<file path="src/rtl/lsu_pkg.sv">
// Shared types for the load/store unit: FSM states, access sizes and fault causes.
package lsu_pkg;

    typedef enum logic [1:0] {
        IDLE = 2'd0,
        REQ  = 2'd1,
        WAIT = 2'd2,
        DONE = 2'd3
    } lsu_state_t;

    typedef enum logic [1:0] {
        NONE     = 2'b00,
        MISALIGN = 2'b01,
        TIMEOUT  = 2'b10,
        ILLEGAL  = 2'b11
    } fault_cause_t;

    localparam logic [2:0] F3_B  = 3'b000;
    localparam logic [2:0] F3_H  = 3'b001;
    localparam logic [2:0] F3_W  = 3'b010;
    localparam logic [2:0] F3_BU = 3'b100;
    localparam logic [2:0] F3_HU = 3'b101;

endpackage

</file>
<file path="src/rtl/lsu_align.sv">
// Combinational lane logic: access legality check, store byte-lane steering, load extraction.
// Zero latency; no flow control of its own.
module lsu_align
    import lsu_pkg::*;
(
    input  logic         chk_rd,
    input  logic         chk_wr,
    input  logic [2:0]   chk_f3,
    input  logic [1:0]   chk_lo,
    output fault_cause_t chk_cause,
    input  logic         acc_we,
    input  logic [2:0]   acc_f3,
    input  logic [1:0]   acc_lo,
    input  logic [31:0]  acc_sdata,
    input  logic [31:0]  acc_rdata,
    output logic [3:0]   acc_be,
    output logic [31:0]  acc_wdata,
    output logic [31:0]  acc_load
);

    logic [7:0]  byte_sel;
    logic [15:0] half_sel;

    // Both directions asserted at once is treated as a malformed instruction.
    always_comb begin
        chk_cause = NONE;
        if (chk_rd && chk_wr) begin
            chk_cause = ILLEGAL;
        end else if (chk_rd || chk_wr) begin
            case (chk_f3)
                F3_B:    chk_cause = NONE;
                F3_H:    chk_cause = chk_lo[0] ? MISALIGN : NONE;
                F3_W:    chk_cause = (chk_lo != 2'b00) ? MISALIGN : NONE;
                F3_BU:   chk_cause = chk_wr ? ILLEGAL : NONE;
                F3_HU:   chk_cause = chk_wr ? ILLEGAL : (chk_lo[0] ? MISALIGN : NONE);
                default: chk_cause = ILLEGAL;
            endcase
        end
    end

    always_comb begin
        acc_be    = 4'b1111;
        acc_wdata = acc_sdata;
        if (acc_we) begin
            case (acc_f3)
                F3_B: begin
                    acc_be    = 4'b0001 << acc_lo;
                    acc_wdata = {4{acc_sdata[7:0]}};
                end
                F3_H: begin
                    acc_be    = acc_lo[1] ? 4'b1100 : 4'b0011;
                    acc_wdata = {2{acc_sdata[15:0]}};
                end
                default: begin
                    acc_be    = 4'b1111;
                    acc_wdata = acc_sdata;
                end
            endcase
        end
    end

    always_comb begin
        case (acc_lo)
            2'd0:    byte_sel = acc_rdata[7:0];
            2'd1:    byte_sel = acc_rdata[15:8];
            2'd2:    byte_sel = acc_rdata[23:16];
            default: byte_sel = acc_rdata[31:24];
        endcase
        half_sel = acc_lo[1] ? acc_rdata[31:16] : acc_rdata[15:0];
        case (acc_f3)
            F3_B:    acc_load = {{24{byte_sel[7]}}, byte_sel};
            F3_BU:   acc_load = {24'd0, byte_sel};
            F3_H:    acc_load = {{16{half_sel[15]}}, half_sel};
            F3_HU:   acc_load = {16'd0, half_sel};
            default: acc_load = acc_rdata;
        endcase
    end

endmodule

</file>
<file path="src/rtl/lsu.sv">
// Load/store unit between the single-cycle core and a valid/grant memory bus.
// Stalls the core from access start until DONE; faults skip the bus entirely.
module lsu
    import lsu_pkg::*;
#(
    parameter int TIMEOUT = 16,
    parameter int CNT_W   = 5
) (
    input  logic        clk,
    input  logic        reset,
    input  logic        MemRead,
    input  logic        MemWrite,
    input  logic [2:0]  Funct3,
    input  logic [31:0] Addr,
    input  logic [31:0] StoreData,
    output logic [31:0] ReadData,
    output logic        Stall,
    output logic        Fault,
    output logic [1:0]  FaultCause,
    output logic        mem_req,
    output logic        mem_we,
    output logic [31:0] mem_addr,
    output logic [3:0]  mem_be,
    output logic [31:0] mem_wdata,
    input  logic        mem_gnt,
    input  logic        mem_rvalid,
    input  logic [31:0] mem_rdata
);

    lsu_state_t   state_q, state_d;
    logic [31:0]  addr_q, addr_d;
    logic [31:0]  sdata_q, sdata_d;
    logic [2:0]   f3_q, f3_d;
    logic         we_q, we_d;
    logic [CNT_W-1:0] cnt_q, cnt_d;
    logic [31:0]  rdata_q, rdata_d;
    logic         fault_q, fault_d;
    fault_cause_t cause_q, cause_d;
    logic         stall_c;

    fault_cause_t chk_cause;
    logic [3:0]   be_w;
    logic [31:0]  wdata_w;
    logic [31:0]  load_w;

    lsu_align u_align (
        .chk_rd    (MemRead),
        .chk_wr    (MemWrite),
        .chk_f3    (Funct3),
        .chk_lo    (Addr[1:0]),
        .chk_cause (chk_cause),
        .acc_we    (we_q),
        .acc_f3    (f3_q),
        .acc_lo    (addr_q[1:0]),
        .acc_sdata (sdata_q),
        .acc_rdata (mem_rdata),
        .acc_be    (be_w),
        .acc_wdata (wdata_w),
        .acc_load  (load_w)
    );

    // Result registers default to zero so they only carry data during DONE.
    always_comb begin
        state_d = state_q;
        addr_d  = addr_q;
        sdata_d = sdata_q;
        f3_d    = f3_q;
        we_d    = we_q;
        cnt_d   = cnt_q;
        rdata_d = '0;
        fault_d = 1'b0;
        cause_d = NONE;
        stall_c = 1'b0;
        case (state_q)
            IDLE: begin
                if (MemRead || MemWrite) begin
                    stall_c = 1'b1;
                    if (chk_cause != NONE) begin
                        state_d = DONE;
                        fault_d = 1'b1;
                        cause_d = chk_cause;
                    end else begin
                        state_d = REQ;
                        addr_d  = Addr;
                        sdata_d = StoreData;
                        f3_d    = Funct3;
                        we_d    = MemWrite;
                        cnt_d   = '0;
                    end
                end
            end
            REQ: begin
                stall_c = 1'b1;
                if (mem_gnt) begin
                    if (we_q) begin
                        state_d = DONE;
                    end else if (mem_rvalid) begin
                        state_d = DONE;
                        rdata_d = load_w;
                    end else begin
                        state_d = WAIT;
                        cnt_d   = '0;
                    end
                end else if (cnt_q == CNT_W'(TIMEOUT - 1)) begin
                    state_d = DONE;
                    fault_d = 1'b1;
                    cause_d = lsu_pkg::TIMEOUT;
                end else begin
                    cnt_d = cnt_q + 1'b1;
                end
            end
            WAIT: begin
                stall_c = 1'b1;
                if (mem_rvalid) begin
                    state_d = DONE;
                    rdata_d = load_w;
                end else if (cnt_q == CNT_W'(TIMEOUT - 1)) begin
                    state_d = DONE;
                    fault_d = 1'b1;
                    cause_d = lsu_pkg::TIMEOUT;
                end else begin
                    cnt_d = cnt_q + 1'b1;
                end
            end
            DONE:    state_d = IDLE;
            default: state_d = IDLE;
        endcase
    end

    always_ff @(posedge clk or posedge reset) begin
        if (reset) begin
            state_q <= IDLE;
            addr_q  <= '0;
            sdata_q <= '0;
            f3_q    <= '0;
            we_q    <= 1'b0;
            cnt_q   <= '0;
            rdata_q <= '0;
            fault_q <= 1'b0;
            cause_q <= NONE;
        end else begin
            state_q <= state_d;
            addr_q  <= addr_d;
            sdata_q <= sdata_d;
            f3_q    <= f3_d;
            we_q    <= we_d;
            cnt_q   <= cnt_d;
            rdata_q <= rdata_d;
            fault_q <= fault_d;
            cause_q <= cause_d;
        end
    end

    // Bus fields are forced to zero outside REQ so an idle bus carries nothing.
    assign mem_req    = (state_q == REQ);
    assign mem_we     = mem_req & we_q;
    assign mem_addr   = mem_req ? {addr_q[31:2], 2'b00} : 32'd0;
    assign mem_be     = mem_req ? be_w : 4'd0;
    assign mem_wdata  = mem_we ? wdata_w : 32'd0;
    assign Stall      = stall_c & ~reset;
    assign ReadData   = rdata_q;
    assign Fault      = fault_q;
    assign FaultCause = cause_q;

endmodule

</file>
<file path="config.mk">
export PLATFORM = sky130hd
export DESIGN_NAME = lsu
export DESIGN_NICKNAME = d
export VERILOG_FILES = /design/src/rtl/lsu_pkg.sv /design/src/rtl/lsu_align.sv /design/src/rtl/lsu.sv
export SDC_FILE = /design/constraint.sdc
export NUM_CORES = 1
export LEC_CHECK = 0
export CAP_MARGIN = 30
export CORE_UTILIZATION = 45
export DETAILED_ROUTE_END_ITERATION = 10
export PLACE_DENSITY_LB_ADDON = 0.2
export SLEW_MARGIN = 20
export SYNTH_ARGS = -nofsm -noshare
export SYNTH_HDL_FRONTEND = slang
export SYNTH_SLANG_ARGS = --single-unit
</file>
<file path="constraint.sdc">
create_clock -name clk -period 5 [get_ports clk]
set_input_delay 1 -clock clk [delete_from_list [all_inputs] [get_ports clk]]
set_output_delay 1 -clock clk [all_outputs]
set_load 0.005 [all_outputs]
</file>
==> results.py <==
metrics = {
    "logic_synthesis": {
        "ys_async_sr_fraction_pct": 100.0,
        "synth_area_leaders": "dfrtp_1 (49%), mux2_2 (13%), a21oi_1 (4.4%), and2_1 (3.7%), nand2_1 (3.5%)",
        "synth_seq_area_share_pct": 48.74,
        "synth_compound_area_share_pct": 14.20,
        "synth-xor-area-share_pct": 0,
        "synth_fa_ha_area_share_pct": 1.329,
        "synth_top_family_by_area": "multiplexers",
        "synth.most_common_cell": "dfrtp_1",
        "ys.flop_type": "dfrtp_1",
        "synth_seq_cells": 110,
        "syn_avg_cell_area_um2": 10.42,
        "synth_cell_types": 51,
        "synthCells": 542,
        "synthMuxAreaShare_pct": 17.88,
        "yosys.area.top_type": "dfrtp_1",
        "yosys-top-cells-count": "dfrtp_1 (110), mux2_2 (67), nand2_1 (52)",
        "yosys_warnings": 0,
        "netlist.area_leader.share_pct": 48.74,
        "synth_area_mm2": 0.005648,
        "yosys.area_share.simple_pct": 12.49,
        "synth-edff-count": 0,
    },
    "setup_path": {
        "crit_arrival_ns": 2.83,
        "critPathKind": "flip-flop to output port",
        "end_kind": "output port",
        "required_ns": 4.00,
        "crit_path_max_fanout": 29,
        "start_kind": "flip-flop",
    },
    "clocking": {
        "clkLatencyLatePin_ns": 0.36,
        "cts_made_buffers": 9,
        "cts_hold_buffers": 0,
        "clockRootBuffer": "clkbuf_16",
        "clkTransAtPathRegs_ns": 0.07,
        "clock_sinks": 110,
        "post_cts_buffers": 0,
        "cts_tree": "done",
        "cts-htree-levels": 3,
        "postCtsResizedCells": 0,
        "clockBufferDepth": 2,
    },
    "die": {
        "die_area_mm2": 0.01300,
        "ios": 211,
        "row_count": 40,
        "die_h_um": 114.0,
        "start_util_pct": 46.63,
        "coreArea_mm2": 0.01211,
        "die_w_um": 114.0,
    },
    "global_routing": {
        "grt_use_total_pct": 25.12,
        "grt_pass1_vias": 4870,
        "grt_pass1_wl_um": 24870,
        "grt-ovfl-total": 0,
        "grt_max_degree": 47,
        "antenna_found_initial": 0,
    },
    "routing": {
        "wirelength_um": 15850,
        "drtIter0Drc": 442,
        "ant_nets": 0,
        "drcViolationCount": 0,
        "vias": 4869,
        "routed_via_density": 5.368,
        "wl_per_cell_um": 17.47,
        "firstDrtPassIters": 4,
    },
    "power": {
        "combPwrFrac_pct": 47.7,
        "p_seq_share_pct": 36.0,
        "p_switching_uw": 1519,
        "intPower_uw": 2666,
        "power_uw": 4185,
        "swShare_pct": 36.29,
        "leakagePower_uw": 0.003529,
        "ir_drop_v": 0.0002580,
        "p_per_area_mw_per_mm2": 514.5,
        "p_clk_share_pct": 16.2,
    },
    "layout": {
        "multi_input_area_mm2": 0.002614,
        "drive_gt1_share_pct": 14.48,
        "nNetsFinal": 845,
        "diodes": 0,
        "fill_cells": 972,
        "final_util_pct": 67.17,
        "syn_to_final_growth_pct": 44.04,
        "ff_latch_area_mm2": 0.002753,
    },
    "place": {
        "io_buffer_count": 208,
        "pre_cts_slack_ns": 1.448,
        "dpl.hpwl_um": 11390,
        "gp_congestion": 0.8624,
    },
    "outcome": {
        "status": "finished, final reports clean",
    },
    "timing": {
        "setup_violations": 0,
        "hold_viol_final": 0,
        "worst_slack_ns": 1.169,
        "rsz0062_at_grt": "no",
        "slew_headroom_pct": 41.73,
        "setup_tns_ns": 0,
        "finalCritPeriodShare_pct": 76.62,
        "finalCriticalPeriod_ns": 3.831,
        "drv_slew": 0,
        "fmax_mhz": 261.0,
        "skew_ns": 0.008886,
        "worstMarginPinSlew_ns": 0.8719,
    },
    "worst_hold_path": {
        "hold_path.class": "flip-flop to flip-flop",
    },
    "job": {
        "max-cap-violations": 0,
    },
}
kinds of logic after synthesis:
| kind of cell | Yosys count |
|---|---|
| other cells | 1 |
| flops | 110 |
| buf+inv | 70 |
| fa+ha+maj | 6 |
| mux | 85 |
| compound gates | 122 |
| simple gates | 148 |
metrics by stage:
step / cells / area (µm²) / hold WS (ns)
2_1_floorplan: 543 / 5652 / 0.4704
3_3_place_gp: 890 / 7849 / 0.4791
3_5_place_dp: 890 / 7849 / 0.4871
4_1_cts: 906 / 8124 / 0.5037
5_1_grt: 907 / 8135 / 0.5081
6_report: 907 / 8135 / 0.4999
flip-flops by register name, indices dropped and copies added, names as in the netlist:
register,flops
ReadData,32
addr_q,32
sdata_q,32
cnt_q,5
f3_q,3
FaultCause,2
state_q,2
Fault,1
we_q,1
placed cells by master (no fill, tap or decap), types with 2 or more instances in the layout:
cell             count
o211ai_1             2
dfrtp_1            110
or2_2                3
buf_4                9
nand3_1              2
a2111oi_0            6
clkbuf_16            9
clkdlybuf4s50_1    208
nand2_1             52
nor2b_1              3
a211oi_1             8
nor3_1               6
o21ai_0             12
nor2_1              32
and3_1               8
a21boi_0             4
inv_1               30
and2_1              33
o21bai_1             2
clkinv_2             4
a21oi_1             50
ha_1                 6
o22ai_1             14
mux2_2              67
mux2i_1             12
mux4_2               6
conb_1               2
nand3b_1             2
o41ai_1              2
nand2b_1             3
a22oi_1              5
a221oi_1             3
cell type report:
type                            count  area share, %
Tap cell                          168          2.584
Sequential cell                   110          33.84
Clock inverter                      6         0.4460
Timing Repair Buffer              218          26.56
Clock buffer                       10          2.938
Multi-Input combinational cell    363          32.13
Inverter                           32          1.507
layer usage:
layer  share of wire, %  vias to the layer above  track usage [%]  routed length, µm
li1                   -                     2276                -                  -
met1                 40                     2344            30.25               6325
met5                  0                        -                0                  0
met4                2.5                        0            11.34                399
met2                 49                      223            41.94               7791
met3                8.4                       26            7.014               1328
power by group through the flow:
stage                     Combinational, µW  Clock, µW  Sequential (µW)
after floorplan                        1210          0             1410
after detailed placement               1980          0             1520
after global placement                 1940          0             1500
after global routing                   2190        728             1550
final                                  2000        679             1510
after CTS                              2000        692             1510
final timing paths:
path,from,to,slack (ns),depth (start not counted)
worst max-delay path,f3_q[1],mem_wdata[14],1.17,6
worst min-delay path,addr_q[23],addr_q[23],0.50,1
worst max register to register,f3_q[1],ReadData[1],2.51,5
worst min register to register,addr_q[23],addr_q[23],0.50,1
max in group asynchronous,reset,addr_q[0],3.08,3
min in group asynchronous,reset,cnt_q[2],1.03,2
worst max-delay path: stages, from the launching register on:
cell	delay, ns
dfrtp_1	0.41
buf_4	0.24
or2_2	0.41
nor2_1	0.58
nand2_1	0.11
a21oi_1	0.17
clkdlybuf4s50_1	0.55
(Power assumes the default switching activity.)
